### src/rtl/paillier_task_scheduler.sv
// Paillier task scheduler: queues task descriptors, hands each one to an idle
// engine in round-robin order and returns the completions one at a time,
// tagged with the task ID and the engine index.
//
// state            | meaning
// reserved[i]=1    | engine i has been started and has not reported done yet
// pending[i]=1     | engine i reported done; its completion is not yet accepted
// cpl_valid=1      | a completion is presented on cpl_* and held until cpl_ready
module paillier_task_scheduler #(
    parameter int BLOCK_COUNT = 4,
    parameter int QUEUE_DEPTH = 8,
    parameter int ID_W        = 8,
    parameter int ADDR_W      = 64
) (
    input  logic                             M_AXI_ACLK,
    input  logic                             M_AXI_ARESETN,
    input  logic                             enable,
    input  logic                             flush,
    input  logic                             task_valid,
    output logic                             task_ready,
    input  logic [1:0]                       task_mode,
    input  logic [ADDR_W-1:0]                task_src_addr,
    input  logic [ADDR_W-1:0]                task_dst_addr,
    input  logic [ID_W-1:0]                  task_id,
    output logic [BLOCK_COUNT-1:0]           eng_start,
    output logic [1:0]                       eng_mode,
    output logic [ADDR_W-1:0]                eng_src_addr,
    output logic [ADDR_W-1:0]                eng_dst_addr,
    input  logic [BLOCK_COUNT-1:0]           eng_done,
    output logic                             cpl_valid,
    input  logic                             cpl_ready,
    output logic [ID_W-1:0]                  cpl_id,
    output logic [3:0]                       cpl_engine,
    output logic [$clog2(QUEUE_DEPTH):0]     queue_level,
    output logic [BLOCK_COUNT-1:0]           inflight,
    output logic                             idle,
    output logic                             err_sticky
);

    localparam int PTR_W = $clog2(QUEUE_DEPTH);
    localparam int CNT_W = PTR_W + 1;

    logic [1:0]             mode_mem [QUEUE_DEPTH];
    logic [ADDR_W-1:0]      src_mem  [QUEUE_DEPTH];
    logic [ADDR_W-1:0]      dst_mem  [QUEUE_DEPTH];
    logic [ID_W-1:0]        id_mem   [QUEUE_DEPTH];

    logic [PTR_W-1:0]       wr_ptr;
    logic [PTR_W-1:0]       rd_ptr;
    logic [CNT_W-1:0]       count;
    logic [CNT_W-1:0]       count_next;

    logic [BLOCK_COUNT-1:0] reserved;
    logic [BLOCK_COUNT-1:0] pending;
    logic [3:0]             rr_disp;
    logic [3:0]             rr_cpl;
    logic [ID_W-1:0]        id_reg [BLOCK_COUNT];

    logic                   push;
    logic                   pop;
    logic                   disp;
    logic                   disp_found;
    logic [3:0]             disp_idx;
    logic [BLOCK_COUNT-1:0] disp_onehot;
    logic [BLOCK_COUNT-1:0] eligible;
    logic                   cpl_found;
    logic [3:0]             cpl_idx;
    logic                   cpl_fire;
    logic [BLOCK_COUNT-1:0] cpl_clear;
    logic [BLOCK_COUNT-1:0] done_ok;
    logic [BLOCK_COUNT-1:0] done_bad;

    // First requester at or after ptr, wrapping; returns {found, index}.
    function automatic logic [4:0] rr_pick(input logic [BLOCK_COUNT-1:0] req,
                                           input logic [3:0] ptr);
        logic [4:0] res;
        int j;
        res = '0;
        for (int k = 0; k < BLOCK_COUNT; k++) begin
            j = (int'(ptr) + k) % BLOCK_COUNT;
            if (!res[4] && ((req >> j) & BLOCK_COUNT'(1)) != '0)
                res = {1'b1, 4'(j)};
        end
        return res;
    endfunction

    // Arbitration and queue bookkeeping, all from registered state.
    always_comb begin
        push                    = task_valid && task_ready && !flush;
        eligible                = ~reserved & ~pending;
        {disp_found, disp_idx}  = rr_pick(eligible, rr_disp);
        // Flush takes the queue away, so nothing is started in that cycle.
        disp                    = enable && !flush && (count != '0) && disp_found;
        pop                     = disp;
        disp_onehot             = disp ? (BLOCK_COUNT'(1) << disp_idx) : '0;
        {cpl_found, cpl_idx}    = rr_pick(pending, rr_cpl);
        cpl_fire                = cpl_valid && cpl_ready;
        cpl_clear               = cpl_fire ? (BLOCK_COUNT'(1) << cpl_engine) : '0;
        done_ok                 = eng_done & reserved;
        done_bad                = eng_done & ~reserved;
        if (flush)
            count_next = '0;
        else
            count_next = count + CNT_W'(push) - CNT_W'(pop);
    end

    // Descriptor storage; contents need no reset since count gates every read.
    always_ff @(posedge M_AXI_ACLK) begin
        if (push) begin
            mode_mem[wr_ptr] <= task_mode;
            src_mem[wr_ptr]  <= task_src_addr;
            dst_mem[wr_ptr]  <= task_dst_addr;
            id_mem[wr_ptr]   <= task_id;
        end
    end

    // Queue pointers, engine reservation, dispatch and completion outputs.
    always_ff @(posedge M_AXI_ACLK or posedge M_AXI_ARESETN) begin
        if (M_AXI_ARESETN) begin
            wr_ptr       <= '0;
            rd_ptr       <= '0;
            count        <= '0;
            task_ready   <= 1'b0;
            reserved     <= '0;
            pending      <= '0;
            rr_disp      <= '0;
            rr_cpl       <= '0;
            err_sticky   <= 1'b0;
            eng_start    <= '0;
            eng_mode     <= '0;
            eng_src_addr <= '0;
            eng_dst_addr <= '0;
            cpl_valid    <= 1'b0;
            cpl_id       <= '0;
            cpl_engine   <= '0;
            for (int i = 0; i < BLOCK_COUNT; i++)
                id_reg[i] <= '0;
        end else begin
            count      <= count_next;
            // Registered so a pop at full cannot reopen the queue combinationally.
            task_ready <= (count_next < CNT_W'(QUEUE_DEPTH));

            if (flush) begin
                wr_ptr <= '0;
                rd_ptr <= '0;
            end else begin
                if (push) wr_ptr <= wr_ptr + 1'b1;
                if (pop)  rd_ptr <= rd_ptr + 1'b1;
            end

            // A dispatched engine was unreserved, so done_ok never hits it.
            reserved   <= (reserved | disp_onehot) & ~done_ok;
            pending    <= (pending | done_ok) & ~cpl_clear;
            err_sticky <= err_sticky | (|done_bad);

            eng_start <= disp_onehot;
            if (disp) begin
                eng_mode     <= mode_mem[rd_ptr];
                eng_src_addr <= src_mem[rd_ptr];
                eng_dst_addr <= dst_mem[rd_ptr];
                rr_disp      <= 4'((int'(disp_idx) + 1) % BLOCK_COUNT);
                for (int i = 0; i < BLOCK_COUNT; i++)
                    if (disp_onehot[i]) id_reg[i] <= id_mem[rd_ptr];
            end else begin
                eng_mode     <= '0;
                eng_src_addr <= '0;
                eng_dst_addr <= '0;
            end

            // cpl_valid drops for a cycle after each handshake before reselecting.
            if (cpl_fire) begin
                cpl_valid <= 1'b0;
                rr_cpl    <= 4'((int'(cpl_engine) + 1) % BLOCK_COUNT);
            end else if (!cpl_valid && cpl_found) begin
                cpl_valid  <= 1'b1;
                cpl_engine <= cpl_idx;
                for (int i = 0; i < BLOCK_COUNT; i++)
                    if (cpl_idx == 4'(i)) cpl_id <= id_reg[i];
            end
        end
    end

    assign queue_level = count;
    assign inflight    = reserved;
    assign idle        = (count == '0) && (reserved == '0) && (pending == '0) && !cpl_valid;

endmodule

### config.mk
export PLATFORM = sky130hd
export DESIGN_NAME = paillier_task_scheduler
export DESIGN_NICKNAME = d
export VERILOG_FILES = /design/src/rtl/paillier_task_scheduler.sv
export SDC_FILE = /design/constraint.sdc
export NUM_CORES = 1
export LEC_CHECK = 0
export BUFFER_PORTS_ARGS = -buffer_cell sky130_fd_sc_hd__buf_2
export CELL_PAD_IN_SITES_DETAIL_PLACEMENT = 0
export CELL_PAD_IN_SITES_GLOBAL_PLACEMENT = 1
export CORE_ASPECT_RATIO = 1.4
export CORE_MARGIN = 2
export CORE_UTILIZATION = 34
export CTS_CLUSTER_DIAMETER = 120
export DETAILED_ROUTE_END_ITERATION = 12
export PLACE_DENSITY = 0.57
export RECOVER_POWER = 50
export SLEW_MARGIN = 25
export SYNTH_ARGS = -nofsm -noshare
export SYNTH_HDL_FRONTEND = slang
export SYNTH_SLANG_ARGS = --single-unit
### constraint.sdc
create_clock -name M_AXI_ACLK -period 13.18 [get_ports M_AXI_ACLK]
set_clock_uncertainty 0.05 [all_clocks]
set_input_delay 1.977 -clock M_AXI_ACLK [delete_from_list [all_inputs] [get_ports M_AXI_ACLK]]
set_output_delay 1.977 -clock M_AXI_ACLK [all_outputs]
set_load 0.005 [all_outputs]
; ---- Word level (Yosys, flattened, before mapping)
; Memory sizes are Yosys's and may differ from the RTL's.
; Index checks and enable logic that the tools add are counted.
[totals]
regBits = 203
latch_bits = 0
ramBits = 1104
mem_bits_ro = 0
in_bits = 148
out_inout_bits = 158
memories = 4
[classes]
n_addsub = 12
mul = 0
div = 0
order_cmp = 1
n_eq_ne = 3
shift = 10
mux = 26
bitwise_logic = 19
reduce_logical = 46
[memory_table]
columns = memory, words, word_bits, read_ports, rd_clocked_by_memory_dff, write_ports, line_no
row1 = dst_mem, 8, 64, 1, 0, 1, 45  ; logic [ADDR_W-1:0] dst_mem [QUEUE_DEPTH];
row2 = src_mem, 8, 64, 1, 0, 1, 44  ; logic [ADDR_W-1:0] src_mem [QUEUE_DEPTH];
row3 = id_mem, 8, 8, 1, 0, 1, 46  ; logic [ID_W-1:0] id_mem [QUEUE_DEPTH];
row4 = mode_mem, 8, 2, 1, 0, 1, 43  ; logic [1:0] mode_mem [QUEUE_DEPTH];
[op_table]
columns = cell, n
row1 = 4-bit by 32-bit >> shifter with 1-bit output, 6
row2 = 64-bit two-way mux, 2
row3 = 5-bit two-way mux, 8
row4 = 8-bit two-way mux, 4
row5 = 4-bit bitwise AND, 5
row6 = 1-bit logical AND, 16
row7 = 4-bit zero test, 4
row8 = 4-bit NOT, 4
row9 = 3-bit two-way mux, 4
row10 = 4-bit two-way mux, 3
row11 = 2-bit OR reduction, 6
row12 = 2-bit AND reduction, 5
row13 = 2-bit by 1-bit adder with 2-bit output (second input constant), 4
row14 = 2-bit adder (second input constant), 4
row15 = 4-bit by 2-bit == test with 1-bit output (second input constant), 2
row16 = 1-bit zero test, 8
row17 = 4-bit OR, 2
row18 = 4-bit nonzero test, 2
row19 = 1-bit by 4-bit << shifter with 4-bit output (first input constant), 2
row20 = 4-bit by 2-bit >> shifter with 1-bit output, 2
row21 = 3-bit by 1-bit adder with 3-bit output (second input constant), 2
row22 = 1-bit bitwise AND (first input constant), 6
row23 = 2-bit nonzero test, 3
row24 = 4-bit by 1-bit adder with 4-bit output, 1
row25 = 9 further kinds, 12

; ---- Longest topological paths before layout
; Gate-level depths: netlist of the first run.
[depth]
ltp_word = 17
depth_mapped = 13
mapped_depth_nobuf = 13

; ---- Least setup slack after synthesis of the first run
; No wires, ideal clock.
[synth_path]
path_type = input-to-reg
start = input task_valid
end = memory dst_mem[0][0], enable pin
setup_ns = 0.804
arrival_time_ns = 11.755
t_required_ns = 12.326
path_slack_ns = 0.571
path_stages = 3
n_path_buf = 0
cell_sequence = nand2_1 -> or3_1 -> nor3_1
[synth_via]
elab_chain_cells = 4
[synth_rtl]
columns = element, line_no
row1 = start: declaration, 19  ; input logic task_valid,
row2 = 1-bit logical AND (2 in a row), 89  ; push = task_valid && task_ready && !flush;
row3 = 1-bit two-way mux, 109  ; if (push) begin
row4 = 1-bit two-way mux (not written as such), 112  ; dst_mem[wr_ptr] <= task_dst_addr;
row5 = end: declaration, 45
; Every way passes these cells.

; ---- Worst setup path in the final report of the first run
[layout_path]
start = register rd_ptr[1]
end = register id_reg[7] in the netlist's numbering (read register of id_mem)
[layout_via]
elab_chain_cells = 1
[layout_rtl]
columns = element, line_no
row1 = start: declaration, 49  ; logic [PTR_W-1:0] rd_ptr;
row2 = start signal: assignment, 148  ; if (pop) rd_ptr <= rd_ptr + 1'b1;
row3 = memory 8 x 8 bit, n/a
row4 = end: declaration, 57  ; logic [ID_W-1:0] id_reg [BLOCK_COUNT];
; Every way passes these cells.
; A chain may end at the register's enable or synchronous reset.

==> flow_summary.ini, run 1 <==
[cells_and_area]
fin_nets = 2724
area_growth_pct = 16.8
post-route-cell-area_mm2 = 0.0565
drive_above_1_share_pct = 26.7
top_regs = dst_mem (512), src_mem (512)
instances_no_fill = 4578
post-route-util_pct = 40.1

[place]
pre_cts_ws_ps = 7650
portBuffers = 303
place_hpwl_um = 65400
place_area_mm2 = 0.0523
place_congestion = 0.745
dp.cells = 4322

[clock_network]
clk-insertion-delay-late_ps = 750
cts_tree = built
hold_buffers = 0
post-cts-setup-buffers = 0
cts_buffers = 132
h-tree-depth = 4
cts.sinks = 1305
clock-root-buffer = clkbuf_16
post_cts_resized = 0
cts_buffer_depth = 3
clk_pin_slew_ps = 60

[setup_path]
critPathKind = flip-flop to flip-flop
crit_fanout = 71
endpoint_kind = flip-flop
required_ps = 13750
arrival_ps = 7080
cp-start-kind = flip-flop

[global_route]
antenna_found_initial = 44
grt_pass1_wl_um = 169000
track_usage_pct = 16.1
met3_usage_pct = 3.78
grt_max_degree = 135
grt_use_met2_pct = 27.1
grtUsageMet1_pct = 20.7
globalRoute.totalOverflow = 0
grt-busiest-layer = met2
grt_pass1_vias = 24300

[logic_synthesis]
synth_warnings = 0
syn-mean-instance-area_um2 = 22.1
ys.flop_type = edfxtp_1
yosysMostFrequentCell = edfxtp_1
ys_types = 43
synth_top_area_cell = edfxtp_1
postSynth.asyncResetShare_pct = 15.4
netlist_area_mm2 = 0.0484
synth-seq-cells = 1305
yosysSeqAreaShare_pct = 78.9
synth_area_leaders = edfxtp_1 (69%), mux4_2 (13%), dfrtp_1 (10%)
ys_top_cells_by_count = edfxtp_1 (1104), mux4_2 (276), dfrtp_1 (201), nor2_1 (154), mux2i_1 (143)
synth_top_area_share_pct = 68.5
netlist_instances = 2187
synth_edf_count = 1104

[sta]
setup_ws_ps = 6670
slew_headroom_pct = -209
post-route-period-util_pct = 49.4
drv_slew = 295
finalHoldViolations = 0
finalSetupTns_ps = 0
rsz0062_at_grt = false
setup_violations = 0
max_freq_mhz = 154
period_minus_slack_ps = 6510
tightest_slew_ps = 4630

[run]
drv_cap = 8

[floorplan]
start_util_pct = 34.3
core-area_mm2 = 0.141
row_count = 163
die-width_um = 323
io_pins = 306
die_area_mm2 = 0.145
die_h_um = 450

[routing]
drt-initial-drc-count = 1653
dr.pass1.iters = 5
wire_per_inst_um = 25.2
drt_wl_total_um = 115000
via_count = 22300
route.detailed.drc = 0
drtAntennaViolNets = 0
viasPerCell = 4.88

[run_status]
violations = max-capacitance violations, max-slew violations
status = complete, but fails checks

[pwr]
peakVddDrop_mv = 0.0935
leakage_uw = 0.0186
power_density_mw_per_mm2 = 177

[hold_path]
hold_path_class = flip-flop to flip-flop
[area by class of cell]
cell class / instances / area, um2
antenna: 11 / 27.5
clock inverter: 70 / 777
multi-input combinational: 758 / 9690
timing repair buffer: 342 / 1720
fill: 12700 / 84600
inverter: 21 / 81.3
clock buffer: 174 / 3670
sequential: 1305 / 38200
tap: 1897 / 2370
[cells in the final DEF, fill, tap and decap left out, types with 6 or more instances in the layout]
master     Yosys  routed
a2111oi_0      8       8
clkinv_1       0      12
a211oi_1       8       8
o21ai_0        6       6
clkbuf_16      0     136
bufinv_16      0      13
mux4_2       276     276
inv_1         20      19
clkbuf_1      51     169
buf_4          2      29
mux2_1        29      29
a21oi_1       18      19
nand2_1       23      27
diode_2        0      11
clkbuf_8       0      12
clkinv_2       0      21
nor2_4         2       6
buf_2         39     162
nor2_1       154     150
dfrtp_1      201     199
mux2_2        13      13
ha_1          15      15
nor3_1        14      13
mux2i_1      143     143
edfxtp_1    1104    1104
inv_6          0       9
[worst max-delay path, stage by stage (launching register included)]
cell      delay [ps]
dfrtp_1         1750
clkbuf_1        3330
mux4_2           550
mux2_2           350
mux2_1           300
[metrics by stage]
step	hold slack (ps)	total power [uW]
after floorplan	410	5860
after global placement	409	6310
after detailed placement	405	6340
after CTS	421	10200
after global routing	460	10500
final	424	10000
[per-layer routing]
metal	vias up	share of wire [%]
li1	9620	-
met1	12000	42
met2	520	50
met3	202	5.2
met4	32	2.4
met5	-	0.18
[path summary, 6_finish.rpt]
check / start / end / slack, ps / cells after the start
setup reg to reg: rd_ptr[1]$_DFFE_PP0P_ / id_reg[7]$_DFFE_PP0P_ / 6670 / 4
min in group asynchronous: M_AXI_ARESETN / eng_dst_addr[16]$_DFF_PP0_ / 2470 / 2
hold / removal: err_sticky$_DFF_PP0_ / err_sticky$_DFF_PP0_ / 420 / 2
setup / recovery: rd_ptr[1]$_DFFE_PP0P_ / id_reg[7]$_DFFE_PP0P_ / 6670 / 4
hold reg to reg: err_sticky$_DFF_PP0_ / err_sticky$_DFF_PP0_ / 420 / 2
max in group asynchronous: M_AXI_ARESETN / eng_dst_addr[25]$_DFF_PP0_ / 8580 / 3
[power by group]
part           internal [uW]  leakage (uW)  total (uW)  switching [uW]
sequential              4740        0.0126        4890             153
clock                   2230       0.00217        3810            1580
combinational            598       0.00382        1300             700
total                   7560        0.0186       10000            2430
[kinds of logic after synthesis]
kind of cell    count (synthesis)  share of synthesized area (%)
flops                        1305                           78.9
buf+inv                       125                           1.09
other cells                     1                        0.00775
mux                           461                           16.8
compound gates                 45                          0.615
xor+xnor                        5                         0.0905
simple gates                  229                           2.09
fa+ha+maj                      16                          0.429
(Power assumes the default switching activity.)
==> run 2: changes to the inputs <==
==> constraint.sdc (replaced) <==
create_clock -name M_AXI_ACLK -period 6.45 [get_ports M_AXI_ACLK]
set_clock_uncertainty 0.05 [all_clocks]
set_input_delay 0.9675 -clock M_AXI_ACLK [delete_from_list [all_inputs] [get_ports M_AXI_ACLK]]
set_output_delay 0.9675 -clock M_AXI_ACLK [all_outputs]
set_load 0.005 [all_outputs]
==> run 2 against run 1 <==
  * The flow still finishes with violations (max-capacitance violations, max-slew violations)
  * Sequential share of layout area shrank 0.12 points
  * Routed wire length shrank 1.3%
  * Die area did not move
  * Flip-flop and latch count is the same
  * Via count is essentially flat
  * Worst setup slack got worse by 4300 ps
  * First-iteration DRC count decreased by 1.0%
  * Combinational power up 100%
  * Final area rose by 0.19%
  * Count of clock-buffer cells in the layout rose by 1
  * Cell count hardly changed
  * Clock power grew 110%
  * Critical endpoint is now rd_ptr[2]$_DFFE_PP0P_
==> flow_summary.ini, run 2 (synthesized netlist as in run 1, its figures left out) <==
[sta]
period_minus_slack_ps = 4110
drv_slew = 188
rsz0062_at_grt = false
finalHoldViolations = 0
tightest_slew_ps = 2840
finalSetupTns_ps = 0
setup_violations = 0
post-route-period-util_pct = 63.7
max_freq_mhz = 244
slew_headroom_pct = -90.4

[cells_and_area]
area_growth_pct = 17.0
fin_nets = 2720
instances_no_fill = 4576
top_regs = dst_mem (512), src_mem (512)
multi_input_area_mm2 = 0.00973
mostFrequentLayoutCells = edfxtp_1 (1104), mux4_2 (276), dfrtp_1 (198)
final_common_cell = edfxtp_1
fill_cells = 12600
drive_above_1_share_pct = 26.8
seq_area_mm2 = 0.0382

[clock_network]
cts_tree = built
clock-root-buffer = clkbuf_16
h-tree-depth = 4
clk_pin_slew_ps = 60
cts_buffers = 132
hold_buffers = 0
cts_buffer_depth = 3
clk-insertion-delay-late_ps = 750
post-cts-setup-buffers = 0
cts.sinks = 1305
post_cts_resized = 0

[floorplan]
core-area_mm2 = 0.141
die-width_um = 323
io_pins = 306
die_h_um = 450
start_util_pct = 34.3
die_area_mm2 = 0.145
row_count = 163

[setup_path]
rr_worst_depth = 5
cp_cell_sequence = buf_2, clkinvlp_2, clkbuf_2
cp_slowest_stage_delay_ps = 1550
slowest_stage = clkinvlp_2
endpoint_kind = asynchronous set/reset pin
cp-start-kind = primary input
arrival_ps = 4300
critPathKind = primary input to asynchronous set/reset pin
crit_fanout = 60
required_ps = 6650

[routing]
wire_per_inst_um = 24.9
route.detailed.drc = 0
dr.pass1.iters = 5
via_count = 22300
drtAntennaViolNets = 0
viasPerCell = 4.88
drt-initial-drc-count = 1636
drt_wl_total_um = 114000

[pwr]
switchingPower_uw = 4970
pwr-share-seq_pct = 48.9
pwr-share-clk_pct = 38.2
swShare_pct = 24.3
combinationalPowerShare_pct = 12.9
peakVddDrop_mv = 0.208
power_density_mw_per_mm2 = 361
leakage_uw = 0.0187
p_int_uw = 15500

[global_route]
antenna_found_initial = 45
grt_max_degree = 158
grt_pass1_vias = 24400
grt_pass1_wl_um = 166000
track_usage_pct = 15.9
globalRoute.totalOverflow = 0

[run]
drv_cap = 5

[hold_path]
holdPathStages = 2
hold_path_class = primary input to flip-flop

[run_status]
status = complete, but fails checks
violations = max-capacitance violations, max-slew violations

[place]
portBuffers = 303
dp.cells = 4318
place_congestion = 0.720
place_hpwl_um = 61500
==> run 2: changes by cell type in the layout (fill, tap and decap cells not counted), moves of 4 or more <==
cell     before  now
buf_12        4   13
nand2_4       0    4
buf_4        29   15
nand2_1      27   23
==> run 2: final timing paths <==
kind	from	endpoint	slack, ps
min	eng_done[0]	inflight[0]$_DFF_PP0_	390
min in group asynchronous	M_AXI_ARESETN	eng_dst_addr[10]$_DFF_PP0_	930
min reg2reg	err_sticky$_DFF_PP0_	err_sticky$_DFF_PP0_	420
max reg2reg	task_ready$_DFF_PP0_	src_mem[0][41]$_DFFE_PP_	2640
max in group M_AXI_ACLK	task_ready$_DFF_PP0_	src_mem[0][41]$_DFFE_PP_	2640
max	M_AXI_ARESETN	rd_ptr[2]$_DFFE_PP0P_	2340
==> run 2: through the flow <==
stage               power [uW]  hold slack [ps]  util, %  cell area (um2)  worst slack [ps]
global placement         12900              402     37.1            52300              2650
CTS                      20800              145     40.2            56800              3020
global route             21300              363     40.1            56600              1560
detailed placement       12900              418     37.1            52400              2720
floorplan                11900              410        -            48400             -1440
finish                   20500              391     40.1            56600              2340
==> run 2: routing by layer <==
layer	track usage (%)	vias up	share of wire [%]
li1	-	9620	-
met1	19.8	11900	41
met2	26.7	521	50
met3	4.01	227	5.9
met4	5.60	44	3.1
met5	0	-	0.25
==> run 2: area by class of cell <==
type,instances,area share [%]
Tap cell,1897,4.19
Sequential cell,1305,67.4
Antenna cell,13,0.0574
Clock buffer,175,6.46
Inverter,21,0.146
Multi-Input combinational cell,758,17.2
Timing Repair Buffer,338,3.13
Clock inverter,69,1.39
==> run 2: power by group through the flow <==
stage	sequential [uW]	combinational, uW	clock [uW]
floorplan	10100	1880	0
global placement	10200	2710	0
detailed placement	10200	2740	0
CTS	10000	2750	8040
global route	10000	2960	8340
finish	9990	2650	7820
==> run 2: worst max-delay path: cells and delay by family <==
| kind | cells | cell delay [ps] |
|---|---|---|
| buffers and inverters | 3 | 3190 |
==> run 3: changes to the inputs <==
--- a/config.mk
+++ b/config.mk
@@ -13,7 +13,7 @@
 export CORE_UTILIZATION = 34
 export CTS_CLUSTER_DIAMETER = 120
 export DETAILED_ROUTE_END_ITERATION = 12
-export PLACE_DENSITY = 0.57
+export PLACE_DENSITY = 0.59
 export RECOVER_POWER = 50
 export SLEW_MARGIN = 25
 export SYNTH_ARGS = -nofsm -noshare
==> constraint.sdc (replaced) <==
create_clock -name M_AXI_ACLK -period 3.4 [get_ports M_AXI_ACLK]
set_clock_uncertainty 0.05 [all_clocks]
set_input_delay 0.51 -clock M_AXI_ACLK [delete_from_list [all_inputs] [get_ports M_AXI_ACLK]]
set_output_delay 0.51 -clock M_AXI_ACLK [all_outputs]
set_load 0.005 [all_outputs]
==> run 3 against run 2 <==
  * The run still ends with max-capacitance violations, max-slew violations left
  * Register-to-register slack got worse by 2100 ps
  * Core utilization increased by 1.2 points
  * Sequential power increased by 89%
  * Critical endpoint is now src_mem[6][7]$_DFFE_PP_
  * Flip-flop and latch count unchanged
  * Cell count increased by 3.6%
  * Sequential share of layout area decreased by 2.0 points
==> flow_summary.ini, run 3 (synthesized netlist as in run 1, its figures left out) <==
[run_status]
status = complete, but fails checks
violations = max-capacitance violations, max-slew violations

[routing]
viasPerCell = 4.84
drt_wl_total_um = 113000
drtAntennaViolNets = 0
dr.pass1.iters = 5
wire_per_inst_um = 23.8
via_count = 22900
route.detailed.drc = 0
drt-initial-drc-count = 1550

[sta]
finalHoldViolations = 0
setup_ws_ps = 403
max_freq_mhz = 334
post-route-period-util_pct = 88.2
slew_headroom_pct = -4.02
tightest_slew_ps = 1560
drv_slew = 40
setup_violations = 0
period_minus_slack_ps = 3000
rsz0062_at_grt = false

[cells_and_area]
mostFrequentLayoutCells = edfxtp_1 (1104), mux4_2 (276), clkbuf_1 (206)
area_growth_pct = 20.5
top_regs = dst_mem (512), src_mem (512)
fill_cells = 12600
seq_area_mm2 = 0.0382
multi_input_area_mm2 = 0.00975
drive_above_1_share_pct = 24.6
instances_no_fill = 4739
fin_nets = 2889
final_common_cell = edfxtp_1

[clock_network]
cts_buffer_depth = 3
clock-root-buffer = clkbuf_16
cts_tree = built
cts_buffers = 131
post_cts_resized = 0
cts.sinks = 1305
clk_pin_slew_ps = 60
clk-insertion-delay-late_ps = 760
h-tree-depth = 4

[global_route]
antenna_found_initial = 25
globalRoute.totalOverflow = 0
grt_pass1_wl_um = 167000
grt_pass1_vias = 25100
track_usage_pct = 15.7
grt_max_degree = 137

[setup_path]
cp-start-kind = primary input
worstSetupStartpoint = task_valid
required_ps = 3760
endpoint_kind = flip-flop
arrival_ps = 3350
critPathKind = primary input to flip-flop
reg2reg_from = inflight[1]$_DFF_PP0_
rrSetupSlack_ps = 540
crit_fanout = 50
endpoint = src_mem[6][7]$_DFFE_PP_
worstReg2RegEnd = task_ready$_DFF_PP0_
rr_worst_depth = 11

[place]
portBuffers = 303
pre_cts_ws_ps = 554
place_hpwl_um = 61900
dp.cells = 4345
place_congestion = 0.740

[floorplan]
start_util_pct = 34.3
io_pins = 306
die_h_um = 450
die_area_mm2 = 0.145
core-area_mm2 = 0.141
die-width_um = 323
row_count = 163

[pwr]
switchingPower_uw = 9460
pwr-share-clk_pct = 37.1
swShare_pct = 24.5
peakVddDrop_mv = 0.459
combinationalPowerShare_pct = 13.8
pwr-share-seq_pct = 49.1
power_density_mw_per_mm2 = 661
p_int_uw = 29100
leakage_uw = 0.0192

[hold_path]
hold_path_class = primary input to flip-flop

[run]
drv_cap = 1
-- run 3: changes by cell type in the layout (fill, tap and decap cells not counted), moves of 6 or more --
cell and delta:
dlygate4sd3_1 +144, clkbuf_1 +36, buf_2 -35, buf_12 +24, bufinv_16 -7, clkinv_1 +6
-- run 3: timing repair --
action / CTS / global route
hold buffers: 144 / 0
setup buffers: 0 / 0
endpoints found under the hold margin: 1127 / 0
-- run 3: through the flow --
stage                     total power, uW  cell area, um2  TNS (ps)  hold WS, ps  util, %
after floorplan                     22600           48500  -1665470          410        -
after global placement              24500           52900         0          406     37.5
after detailed placement            24600           52900         0          422     37.5
after CTS                           39200           58600         0         12.3     41.5
after global routing                40200           58300         0         64.5     41.3
final                               38500           58300         0         83.3     41.3
-- run 3: how the worst min path moves through the flow --
stage	startpoint	endpoint	slack [ps]	depth (start not counted)
after global placement	err_sticky$_DFF_PP0_	err_sticky$_DFF_PP0_	410	2
after detailed placement	err_sticky$_DFF_PP0_	err_sticky$_DFF_PP0_	420	2
after global routing	flush	rd_ptr[2]$_DFFE_PP0P_	60	3
final	flush	rd_ptr[1]$_DFFE_PP0P_	80	3
after floorplan	id_reg[18]$_DFFE_PP0P_	id_reg[18]$_DFFE_PP0P_	410	1
after CTS	flush	queue_level[1]$_DFF_PP0_	10	3
-- run 3: routing by layer --
layer	share of wire [%]	track usage, %
met1	41	19.8
met2	51	26.8
met3	5.1	3.40
met4	2.6	5.07
met5	0.19	0
-- run 3: power by group through the flow --
| stage | clock network, uW | registers [uW] | logic, uW |
|---|---|---|---|
| global placement | 0 | 19200 | 5310 |
| detailed placement | 0 | 19200 | 5380 |
| finish | 14300 | 18900 | 5330 |
| CTS | 14700 | 18900 | 5560 |
| floorplan | 0 | 19100 | 3570 |
| global route | 15300 | 19000 | 5900 |
-- run 3: critical path: stages --
cell and delay, ps:
dlygate4sd3_1 600, clkbuf_1 280, nand2_8 80, or3_1 440
nor2_1 930, buf_12 420
-- run 3: final cells by class --
class	instances	share of cell area, %
Clock buffer	179	6.34
Sequential cell	1305	65.5
Antenna cell	8	0.0343
Clock inverter	63	0.987
Inverter	21	0.142
Timing Repair Buffer	508	6.26
Tap cell	1897	4.07
Multi-Input combinational cell	758	16.7
